===== config.mk =====
export PLATFORM = sky130hd
export DESIGN_NAME = adaptive_threshold_unit
export DESIGN_NICKNAME = d
export VERILOG_FILES = /design/src/rtl/adaptive_threshold_unit.sv
export SDC_FILE = /design/constraint.sdc
export NUM_CORES = 1
export LEC_CHECK = 0
export ABC_AREA = 1
export ABC_CLOCK_PERIOD_IN_PS = 10230
export CAP_MARGIN = 0
export CORE_ASPECT_RATIO = 0.5
export CORE_UTILIZATION = 30
export CTS_BUF_LIST = sky130_fd_sc_hd__clkbuf_8
export CTS_CLUSTER_DIAMETER = 100
export CTS_CLUSTER_SIZE = 24
export DETAILED_ROUTE_END_ITERATION = 6
export GPL_TIMING_DRIVEN = 0
export HOLD_SLACK_MARGIN = 0.05
export PLACE_DENSITY = 0.52
export SLEW_MARGIN = 25
export SYNTH_ARGS = -nofsm -noshare
export SYNTH_HDL_FRONTEND = slang
export SYNTH_SLANG_ARGS = --single-unit

===== constraint.sdc =====
create_clock -name clk -period 10.23 [get_ports clk]
set_input_delay 2.046 -clock clk [delete_from_list [all_inputs] [get_ports clk]]
set_output_delay 2.046 -clock clk [all_outputs]
set_load 0.02 [all_outputs]

===== src/rtl/adaptive_threshold_unit.sv =====
// adaptive_threshold_unit
//   Dual-channel (integrated / filtered) QRS threshold tracker for the
//   Pan-Tompkins chain. Classifies each peak pair as signal or noise,
//   learns initial SPK/NPK levels over the first LEARN_PEAKS pairs, tracks
//   the RR-interval average and runs one timed searchback per interval.
//
// Ports
//   clk          rising-edge clock
//   rstn         synchronous active-low reset
//   en           clock enable; when low all state holds, qrs/qrs_sb read 0
//   sample_tick  one pulse per ECG sample, advances the RR counter
//   peak_valid   peak_i / peak_f valid this cycle
//   peak_i       integrated-signal peak (signed, negatives clamped to 0)
//   peak_f       filtered-signal peak (signed, negatives clamped to 0)
//   thri_1/2     integrated-channel thresholds (registered, signed)
//   thrf_1/2     filtered-channel thresholds (registered, signed)
//   qrs          one-cycle QRS pulse
//   qrs_sb       qualifies qrs: beat recovered by searchback
//   learn_done   high once the learning phase has finished
//   rr_avg       running RR average in samples
module adaptive_threshold_unit #(
  parameter int unsigned DATA_WIDTH  = 16,
  parameter int unsigned LEARN_PEAKS = 8,
  parameter int unsigned ALPHA_SHIFT = 3,
  parameter int unsigned THR_SHIFT   = 2,
  parameter int unsigned SB_SHIFT    = 2,
  parameter int unsigned RR_WIDTH    = 12,
  parameter int unsigned RR_INIT     = 200
) (
  input  logic                         clk,
  input  logic                         rstn,
  input  logic                         en,
  input  logic                         sample_tick,
  input  logic                         peak_valid,
  input  logic signed [DATA_WIDTH-1:0] peak_i,
  input  logic signed [DATA_WIDTH-1:0] peak_f,
  output logic signed [DATA_WIDTH-1:0] thri_1,
  output logic signed [DATA_WIDTH-1:0] thri_2,
  output logic signed [DATA_WIDTH-1:0] thrf_1,
  output logic signed [DATA_WIDTH-1:0] thrf_2,
  output logic                         qrs,
  output logic                         qrs_sb,
  output logic                         learn_done,
  output logic        [RR_WIDTH-1:0]   rr_avg
);

  localparam int unsigned LG = $clog2(LEARN_PEAKS);
  localparam int unsigned SW = DATA_WIDTH + LG;

  typedef enum logic {LEARN, RUN} state_t;
  state_t state;

  logic signed [DATA_WIDTH-1:0] spk_i, spk_f, npk_i, npk_f;
  logic signed [DATA_WIDTH-1:0] max_i, max_f;
  logic        [SW-1:0]         sum_i, sum_f;
  logic        [LG-1:0]         learn_cnt;
  logic signed [DATA_WIDTH-1:0] stored_i, stored_f;
  logic        [RR_WIDTH-1:0]   rr_cnt, sb_pos;
  logic                         sb_done, rr_primed;
  logic                         qrs_r, qrs_sb_r;

  // x + ((target - x) >>> sh), difference taken one bit wider than the data.
  function automatic logic signed [DATA_WIDTH-1:0] step(
    input logic signed [DATA_WIDTH-1:0] x,
    input logic signed [DATA_WIDTH-1:0] target,
    input int unsigned                  sh
  );
    logic signed [DATA_WIDTH:0] d;
    d = $signed({target[DATA_WIDTH-1], target}) - $signed({x[DATA_WIDTH-1], x});
    return DATA_WIDTH'($signed({x[DATA_WIDTH-1], x}) + (d >>> sh));
  endfunction

  function automatic logic [RR_WIDTH-1:0] rr_upd(
    input logic [RR_WIDTH-1:0] avg,
    input logic [RR_WIDTH-1:0] interval
  );
    return avg - (avg >> 3) + (interval >> 3);
  endfunction

  // Capture-side clamping and learning-phase accumulation.
  logic signed [DATA_WIDTH-1:0] pk_i_c, pk_f_c;
  logic signed [DATA_WIDTH-1:0] max_i_n, max_f_n;
  logic        [SW-1:0]         sum_i_n, sum_f_n;
  logic        [DATA_WIDTH-1:0] mean_i, mean_f;
  logic                         learn_last;

  assign pk_i_c     = peak_i[DATA_WIDTH-1] ? '0 : peak_i;
  assign pk_f_c     = peak_f[DATA_WIDTH-1] ? '0 : peak_f;
  assign max_i_n    = (pk_i_c > max_i) ? pk_i_c : max_i;
  assign max_f_n    = (pk_f_c > max_f) ? pk_f_c : max_f;
  assign sum_i_n    = sum_i + {{LG{1'b0}}, pk_i_c};
  assign sum_f_n    = sum_f + {{LG{1'b0}}, pk_f_c};
  assign mean_i     = sum_i_n[SW-1:LG];
  assign mean_f     = sum_f_n[SW-1:LG];
  assign learn_last = (learn_cnt == LG'(LEARN_PEAKS - 1));

  // Classification and searchback qualification use pre-update thresholds.
  logic                  is_sig, sb_fire, sb_hit;
  logic [RR_WIDTH:0]     miss_lim;

  assign is_sig   = (pk_i_c > thri_1) && (pk_f_c > thrf_1);
  assign miss_lim = {1'b0, rr_avg} + {2'b00, rr_avg[RR_WIDTH-1:1]}
                  + {4'b0000, rr_avg[RR_WIDTH-1:3]};
  assign sb_fire  = (state == RUN) && sample_tick && !peak_valid && !sb_done
                  && ({1'b0, rr_cnt} >= miss_lim);
  assign sb_hit   = (stored_i > thri_2) && (stored_f > thrf_2);

  // Next SPK/NPK for whichever event happens this cycle. Thresholds are a
  // pure function of SPK/NPK (and 0 when both are 0), so they are simply
  // re-registered from the next values every enabled cycle.
  logic signed [DATA_WIDTH-1:0] spk_i_n, spk_f_n, npk_i_n, npk_f_n;
  logic signed [DATA_WIDTH-1:0] thri_1_n, thrf_1_n;

  always_comb begin
    spk_i_n = spk_i;
    spk_f_n = spk_f;
    npk_i_n = npk_i;
    npk_f_n = npk_f;
    if (state == LEARN) begin
      if (peak_valid && learn_last) begin
        spk_i_n = {1'b0, max_i_n[DATA_WIDTH-1:1]};
        spk_f_n = {1'b0, max_f_n[DATA_WIDTH-1:1]};
        npk_i_n = {3'b000, mean_i[DATA_WIDTH-1:3]};
        npk_f_n = {3'b000, mean_f[DATA_WIDTH-1:3]};
      end
    end else if (peak_valid) begin
      if (is_sig) begin
        spk_i_n = step(spk_i, pk_i_c, ALPHA_SHIFT);
        spk_f_n = step(spk_f, pk_f_c, ALPHA_SHIFT);
      end else begin
        npk_i_n = step(npk_i, pk_i_c, ALPHA_SHIFT);
        npk_f_n = step(npk_f, pk_f_c, ALPHA_SHIFT);
      end
    end else if (sb_fire && sb_hit) begin
      spk_i_n = step(spk_i, stored_i, SB_SHIFT);
      spk_f_n = step(spk_f, stored_f, SB_SHIFT);
    end
    thri_1_n = step(npk_i_n, spk_i_n, THR_SHIFT);
    thrf_1_n = step(npk_f_n, spk_f_n, THR_SHIFT);
  end

  assign qrs    = qrs_r & en;
  assign qrs_sb = qrs_sb_r & en;

  always_ff @(posedge clk) begin
    if (!rstn) begin
      state      <= LEARN;
      spk_i      <= '0;
      spk_f      <= '0;
      npk_i      <= '0;
      npk_f      <= '0;
      thri_1     <= '0;
      thri_2     <= '0;
      thrf_1     <= '0;
      thrf_2     <= '0;
      max_i      <= '0;
      max_f      <= '0;
      sum_i      <= '0;
      sum_f      <= '0;
      learn_cnt  <= '0;
      stored_i   <= '0;
      stored_f   <= '0;
      sb_pos     <= '0;
      sb_done    <= 1'b0;
      rr_primed  <= 1'b0;
      rr_cnt     <= '0;
      rr_avg     <= RR_WIDTH'(RR_INIT);
      qrs_r      <= 1'b0;
      qrs_sb_r   <= 1'b0;
      learn_done <= 1'b0;
    end else if (en) begin
      qrs_r    <= 1'b0;
      qrs_sb_r <= 1'b0;
      spk_i    <= spk_i_n;
      spk_f    <= spk_f_n;
      npk_i    <= npk_i_n;
      npk_f    <= npk_f_n;
      thri_1   <= thri_1_n;
      thri_2   <= thri_1_n >>> 1;
      thrf_1   <= thrf_1_n;
      thrf_2   <= thrf_1_n >>> 1;

      if (sample_tick && (rr_cnt != '1)) rr_cnt <= rr_cnt + 1'b1;

      case (state)
        LEARN: begin
          if (peak_valid) begin
            max_i     <= max_i_n;
            max_f     <= max_f_n;
            sum_i     <= sum_i_n;
            sum_f     <= sum_f_n;
            learn_cnt <= learn_cnt + 1'b1;
            if (learn_last) begin
              state      <= RUN;
              learn_done <= 1'b1;
            end
          end
        end
        RUN: begin
          if (peak_valid) begin
            if (is_sig) begin
              qrs_r     <= 1'b1;
              rr_cnt    <= '0;
              stored_i  <= '0;
              stored_f  <= '0;
              sb_pos    <= '0;
              sb_done   <= 1'b0;
              rr_primed <= 1'b1;
              // The first beat after learning has no valid preceding interval.
              if (rr_primed) rr_avg <= rr_upd(rr_avg, rr_cnt);
            end else if (pk_i_c > stored_i) begin
              stored_i <= pk_i_c;
              stored_f <= pk_f_c;
              sb_pos   <= rr_cnt;
            end
          end else if (sb_fire) begin
            sb_done <= 1'b1;
            if (sb_hit) begin
              qrs_r     <= 1'b1;
              qrs_sb_r  <= 1'b1;
              rr_primed <= 1'b1;
              rr_avg    <= rr_upd(rr_avg, sb_pos);
              // Restart the interval from the recovered beat; this tick is dropped.
              rr_cnt    <= rr_cnt - sb_pos;
              stored_i  <= '0;
              stored_f  <= '0;
              sb_pos    <= '0;
            end
          end
        end
        default: state <= LEARN;
      endcase
    end
  end

endmodule


==> results of run 1 <==
[power by group]
| group | switching, W | total [W] | internal [W] | leakage, nW |
|---|---|---|---|---|
| Combinational | 0.00129 | 0.00206 | 0.000766 | 13.0 |
| Clock | 0.000426 | 0.000623 | 0.000197 | 0.173 |
| Sequential | 0.0000691 | 0.00107 | 0.00100 | 1.98 |
[critical path: cells and delay by family]
kind | cells | cell delay, ns
adder cells (fa/ha/maj) | 4 | 1.32
buffers and inverters | 8 | 1.36
AND/OR/NAND/NOR | 19 | 2.39
AO/OA/AOI/OAI | 13 | 2.36
XOR/XNOR | 3 | 0.85
[cell usage in the layout, fill, tap and decap left out, types with 13 or more instances in the layout]
| cell type | netlist | layout |
|---|---|---|
| clkdlybuf4s50_1 | 0 | 111 |
| nand2_1 | 671 | 671 |
| o221ai_1 | 20 | 20 |
| a21oi_1 | 520 | 520 |
| inv_1 | 682 | 681 |
| a31oi_1 | 15 | 15 |
| o211ai_1 | 32 | 32 |
| o21ai_1 | 20 | 20 |
| a21oi_2 | 13 | 13 |
| o21ai_0 | 328 | 326 |
| fa_1 | 23 | 23 |
| o21bai_1 | 45 | 45 |
| ha_1 | 425 | 425 |
| clkbuf_2 | 0 | 13 |
| xnor2_1 | 70 | 70 |
| nand2_2 | 38 | 38 |
| dfxtp_1 | 241 | 239 |
| nor2_1 | 219 | 212 |
| xor2_1 | 167 | 167 |
| nor3_1 | 33 | 33 |
| a211oi_1 | 63 | 63 |
| inv_2 | 15 | 15 |
| nand4_1 | 20 | 20 |
| buf_4 | 34 | 39 |
| clkbuf_8 | 0 | 17 |
| clkbuf_1 | 96 | 83 |
| nand3_1 | 133 | 133 |
| a21o_1 | 17 | 17 |
[stage by stage]
step	util, %	TNS, ns
CTS	33.7	0
global placement	33.2	-3.14
floorplan	-	0
global route	33.7	-0.0271
finish	33.7	0
detailed placement	33.3	-3.61
[routing by layer]
| metal | part of all wire [%] | vias to the layer above | global-route usage, % |
|---|---|---|---|
| li1 | - | 13900 | - |
| met1 | 48 | 13300 | 32.7 |
| met2 | 42 | 889 | 35.0 |
| met3 | 7.6 | 147 | 4.32 |
| met4 | 2.5 | 2 | 5.58 |
| met5 | 0.011 | - | 0 |
[cell type report]
cell class / count / area, sq um / share of cell area [%]
antenna: 2 / 5.00 / 0.0163
timing repair buffer: 118 / 1170 / 3.83
clock inverter: 8 / 113 / 0.368
buffer: 148 / 713 / 2.33
multi-input combinational: 3007 / 19400 / 63.4
clock buffer: 17 / 234 / 0.764
tap: 1200 / 1500 / 4.90
sequential: 241 / 4830 / 15.8
inverter: 700 / 2640 / 8.61
[sequential cells by signal, summed over array words and instances (netlist names), 3 cells and up]
name	cells
learn_cnt	3
max_f	16
max_i	16
npk_f	16
npk_i	16
rr_avg	12
rr_cnt	12
sb_pos	12
spk_f	16
spk_i	16
stored_f	15
stored_i	15
sum_f	19
sum_i	19
thrf_1	16
thri_1	16
[worst paths after layout]
path	from	endpoint
worst max-delay path	peak_i[15]	thri_1[15]$_SDFFE_PN0P_
worst min-delay path	sb_pos[2]$_SDFFE_PN0P_	sb_pos[2]$_SDFFE_PN0P_
worst max register to register	rr_avg[2]$_SDFFE_PN0P_	thrf_1[15]$_SDFFE_PN0P_
worst min register to register	sb_pos[2]$_SDFFE_PN0P_	sb_pos[2]$_SDFFE_PN0P_
[repair_timing]
action	4_1_cts	5_1_grt
setup buffers	0	5
endpoints found under the setup margin	3	4
endpoints found under the hold margin	0	0
gates resized for setup	3	20
pin swaps	0	0
[cell families (layout without fill, tap and decap cells)]
kind of cell / after synthesis / after routing / share of synthesized area (%)
compound gates: 1151 / 1151 / 23.8
xor+xnor: 237 / 237 / 7.54
fa+ha+maj: 448 / 448 / 21.0
buf+inv: 848 / 991 / 12.1
flops: 241 / 241 / 17.5
other cells: 0 / 2 / 0
simple gates: 1171 / 1171 / 18.1
==> summary.txt, run 1 <==
Yosys
  – Most numerous cell in the Yosys netlist: inv_1
  – Seq/Total Area, Yosys: roughly 18%
  – Post-synth top area cell: ha_1
  – Netlist cell types: between 60 and 70
  – Post-synth top flop: dfxtp_1
  – Synth top area cells: ha_1, dfxtp_1, a21oi_1, inv_1, nand2_1
  – Synthesized instance count: 4096
  – Most frequent cells after synthesis: inv_1, nand2_1, a21oi_1, ha_1, o21ai_0
  – Syn Nets: 4581
  – Top cell type's share of synthesized area: 19.3%
  – Synth warn: 0
  – FFs w/ async S/R, synth: 0%
  – Post-synth EDFFs: 0
  – Post-Syn Area: 0.0275 sq mm
  – Synthesized flop and latch total: approximately 240
  – Post-Syn Area per Cell: about 6.7 sq um

Die
  – Chip height: 216 microns
  – IO Count: 116
  – # rows: 78
  – Die area: around 0.093 sq mm
  – Starting density of the core: 30.3%
  – Die Wd: 430 microns
  – Core area: 0.0908 sq mm

Timing
  – Max Fclk: a little over 0.1 GHz
  – Endpoints failing hold: 0
  – Minimum clock period: about 9.8 ns
  – Slew HR: 20.4%
  – Post-route setup slack: 0.478 ns
  – Worst Tran Pin Value: 1.19 ns
  – Final period util: 95.3%
  – Hold Slack: 0.484 ns
  – Slew Limit Fails: 0
  – Skew final: 0.0639 ns
  – Setup Viol. Count Final: 0

Worst setup path
  – Crit path DAT: 10.33 ns
  – Critical Path Start Type: primary input
  – Reg2Reg Depth: 56
  – Worst endpoint required time: 10.81 ns
  – CP Max Fanout: 10
  – Critical path class: in2reg
  – CP max stage cell: nor4_2
  – CP Capture Type: flip-flop
  – Crit path largest cell delay: 0.54 ns
  – Critical path's most frequent cell: nand2_1
  – R2R Setup Slk: approximately 0.94 ns

GRT
  – Grt total ovfl: 0
  – Number of global-route vias before repair: roughly 26000
  – First-pass GRT wire length: approximately 160 mm
  – Total Routing Usage GR: 22.9%
  – Maximum number of pins on one net before global-route repair: 25
  – Initial antenna violation count: 5

Clock network
  – Total CTS buffers: 16
  – CTS root buf: clkbuf_8
  – Clock buffer depth: 3
  – Hold buffers post-CTS: 0
  – CTS tree: yes
  – Worst skew pair latency: 0.67 ns
  – Sink Count: roughly 240
  – H-Tree Depth: 1
  – Clock-pin slew on the worst setup and hold paths: ~0.16 ns

Place
  – Place WS: -1.15 ns
  – Placed cell count: 5409
  – HPWL Detailed: 89.5 mm
  – Port Buffers: 112
  – Final GP Congestion: 0.948
  – Area post-placement: 0.0302 sq mm

Final layout
  – Proportion of layout cells with a drive suffix above 1: 4.72%
  – Final Cell Area: 0.0306 sq mm
  – Fin cells: 5441
  – Area Growth Syn to Fin: 11.2%
  – Fillers: 9929
  – Final #Nets: ~4700

Power and ir drop
  – Peak supply drop: 0.0000733 V
  – Overall Power: between 0.003 and 0.004 W
  – Pwr Density: 123 mW/mm^2
  – Leak: 15.2 nW

Worst hold path
  – Worst hold-check path type: reg2reg
  – Hold depth: 2

Route
  – Drt via density: approximately 5.2
  – Remaining antenna violation count after routing: 0
  – Final wirelength: approximately 110 mm
  – Violation count after the first detailed-route iteration: approximately 2400
  – Vias: between 20000 and 30000
  – # DRC: 0
  – DR pass1 iterations: 6
  – Wire length per cell: 20.2 microns

Flow run
  – Max Cap Violations: 0

Status
  – Status: finished, final reports clean
No activity file was read; power rests on OpenSTA's default activity.
==> run 2: changes to the inputs <==
- CTS_BUF_LIST: sky130_fd_sc_hd__clkbuf_8 -> not set
==> run 2 against run 1 <==
  * Register-to-register slack hardly changed
  * Count of clock-buffer cells in the layout stayed put
  * Setup slack better by 0.0027 ns
  * Final cell count hardly changed
  * Combinational power hardly changed
  * Non-clock buffer count stayed put
  * Flip-flop and latch count stayed put
  * Clock power is 28% higher
  * Via count is 0.29% lower
  * Clock skew is 0.015 ns lower
  * Highest routed layer unchanged
==> summary.txt, run 2 (synthesis results as in run 1) <==
GRT
  – First-pass GRT wire length: 161 mm (about the same)
  – Grt total ovfl: 0 (unchanged)
  – Total Routing Usage GR: 22.9% (about the same)
  – Maximum number of pins on one net before global-route repair: 25 (unchanged)
  – Initial antenna violation count: 4 (-1)
  – Number of global-route vias before repair: 26000 (+0.15%)

Clock network
  – Clock buffer depth: 3 (unchanged)
  – CTS tree: yes
  – CTS root buf: clkbuf_16
  – Clock-pin slew on the worst setup and hold paths: 0.11 ns (-0.05 ns)
  – Worst skew pair latency: 0.58 ns (-0.09 ns)
  – H-Tree Depth: 1 (unchanged)
  – Sink Count: 241 (unchanged)
  – Total CTS buffers: 16 (unchanged)

Worst setup path
  – Crit path DAT: 10.23 ns (-0.10 ns)
  – Top delay family on crit path: compound AO/OA/AOI/OAI gates
  – CP Max Fanout: 10 (unchanged)
  – Worst endpoint required time: 10.71 ns (-0.10 ns)
  – CP Capture Type: flip-flop
  – Critical path's most frequent cell: nand2_1
  – Critical path class: in2reg
  – Worst path bufs/invs: 7 (-1)
  – Critical Path Start Type: primary input
  – Crit path largest cell delay: 0.75 ns (+0.21 ns)
  – CP max stage cell: a221oi_1

Timing
  – Setup Viol. Count Final: 0 (unchanged)
  – Final period util: 95.3% (about the same)
  – Minimum clock period: 9.75 ns (-0.00272 ns)
  – RSZ-0062 raised after global routing: false
  – Slew Limit Fails: 0 (unchanged)
  – Endpoints failing hold: 0 (unchanged)
  – Hold Slack: 0.478 ns (-0.00627 ns)
  – Skew final: 0.0493 ns (-0.0145 ns)
  – Worst Tran Pin Value: 1.17 ns (-0.0191 ns)
  – Max Fclk: 0.103 GHz (about the same)
  – Post-route setup slack: 0.481 ns (+0.00272 ns)
  – Slew HR: 21.7% (+1.3 points)

Final layout
  – FF+latch area: 0.00483 sq mm (about the same)
  – Multi-input logic area: 0.0194 sq mm (about the same)
  – Proportion of layout cells with a drive suffix above 1: 4.74% (+0.024 points)
  – Area Growth Syn to Fin: 12.0%
  – Most frequent cells in the layout: inv_1, nand2_1, a21oi_1
  – Final #Nets: 4717 (unchanged)
  – Top flop regs: sum_f: 19 flops, sum_i: 19 flops
  – Commonest non-fill, non-tap cell in the layout: inv_1
  – Fillers: 9893 (-0.36%)

Route
  – # DRC: 0 (unchanged)
  – Vias: 28200 (-0.29%)
  – Final wirelength: 110 mm (-0.12%)
  – Wire length per cell: 20.1 microns (-0.14%)
  – DR pass1 iterations: 5 (-1)
  – Violation count after the first detailed-route iteration: 2247 (-8.0%)
  – Drt via density: 5.18 (-0.31%)
  – Remaining antenna violation count after routing: 0 (unchanged)

Die
  – Chip height: 216 microns (unchanged)
  – Starting density of the core: 30.3% (unchanged)
  – IO Count: 116 (unchanged)
  – Die Wd: 430 microns (unchanged)
  – # rows: 78 (unchanged)
  – Core area: 0.0908 sq mm (unchanged)
  – Die area: 0.0931 sq mm (unchanged)

Place
  – Final GP Congestion: 0.948 (unchanged)
  – Place WS: -1.15 ns (unchanged)
  – Port Buffers: 112 (unchanged)
  – HPWL Detailed: 89.5 mm (unchanged)

Status
  – Status: finished, final reports clean

Power and ir drop
  – Pwr Density: 127 mW/mm^2 (+3.9%)
  – Peak supply drop: 0.0000918 V (+25%)
  – Leak: 15.3 nW (+0.59%)

Flow run
  – Max Cap Violations: 0 (unchanged)

Worst hold path
  – Worst hold-check path type: reg2reg
## run 2: cell types whose count changed in the layout (fill, tap and decap cells not counted)
cell,previous run,this run
o21ai_0,326,325
dfxtp_1,239,240
nor4_2,1,0
nand2_2,38,39
nand2_1,671,670
diode_2,2,3
dfxtp_2,2,1
clkbuf_8,17,0
nor3_1,33,32
clkbuf_16,0,17
o21ai_1,20,21
nor4_4,0,1
nor3_2,2,3
## run 2: worst reg2reg max path: cells and delay by family, from the launching register on
family | cells | cell delay (ns)
and+or+nand+nor | 24 | 2.81
AOI/OAI and AO/OA | 16 | 2.58
adders and majority gates | 6 | 2.10
buffers and inverters | 8 | 0.95
DFF | 1 | 0.49
xor gates and xnor gates | 2 | 0.32
## run 2: path summary, 6_finish.rpt
check | from | to | slack, ns | depth (start not counted)
max reg2reg | rr_avg[1]$_SDFFE_PN0P_ | thrf_1[15]$_SDFFE_PN0P_ | 0.95 | 56
max | peak_i[15] | thri_1[15]$_SDFFE_PN0P_ | 0.48 | 48
min | sb_pos[2]$_SDFFE_PN0P_ | sb_pos[2]$_SDFFE_PN0P_ | 0.48 | 2
min reg2reg | sb_pos[2]$_SDFFE_PN0P_ | sb_pos[2]$_SDFFE_PN0P_ | 0.48 | 2
## run 2: layout make-up
cell class                 instances  share of cell area (%)
tap                             1200                    4.87
buffer                           148                    2.31
clock inverter                     8                   0.365
clock buffer                      17                    1.38
antenna                            3                  0.0243
sequential                       241                    15.6
multi-input combinational       3007                    63.0
inverter                         700                    8.55
timing repair buffer             118                    3.80
## run 2: repair_timing
item	4_1_cts	5_1_grt
endpoints found under the setup margin	3	5
resized for setup	4	22
buffers inserted	0	5
hold buffers	0	0
## run 2: per-stage QoR
stage          std cells  power [W]  util, %  TNS (ns)  area (sq um)
2_1_floorplan       4096    0.00252        -         0         27500
3_3_place_gp        5408    0.00308     33.2     -3.14         30200
3_5_place_dp        5409    0.00311     33.3     -3.61         30200
4_1_cts             5434    0.00390     33.9         0         30700
5_1_grt             5439    0.00419     34.0         0         30800
6_report            5442    0.00393     34.0         0         30800
## run 2: metal layers
metal	track usage [%]	share of wire, %	up-vias
met5	0	0.011	-
met2	35.1	42	916
met1	32.7	48	13200
met4	5.12	2.2	2
met3	4.53	8.3	135
li1	-	-	13900
## run 2: report_power, final
group	internal, W	total (W)	switching, W
clock	0.000345	0.000796	0.000451
sequential	0.00100	0.00107	0.0000693
combinational	0.000766	0.00206	0.00129
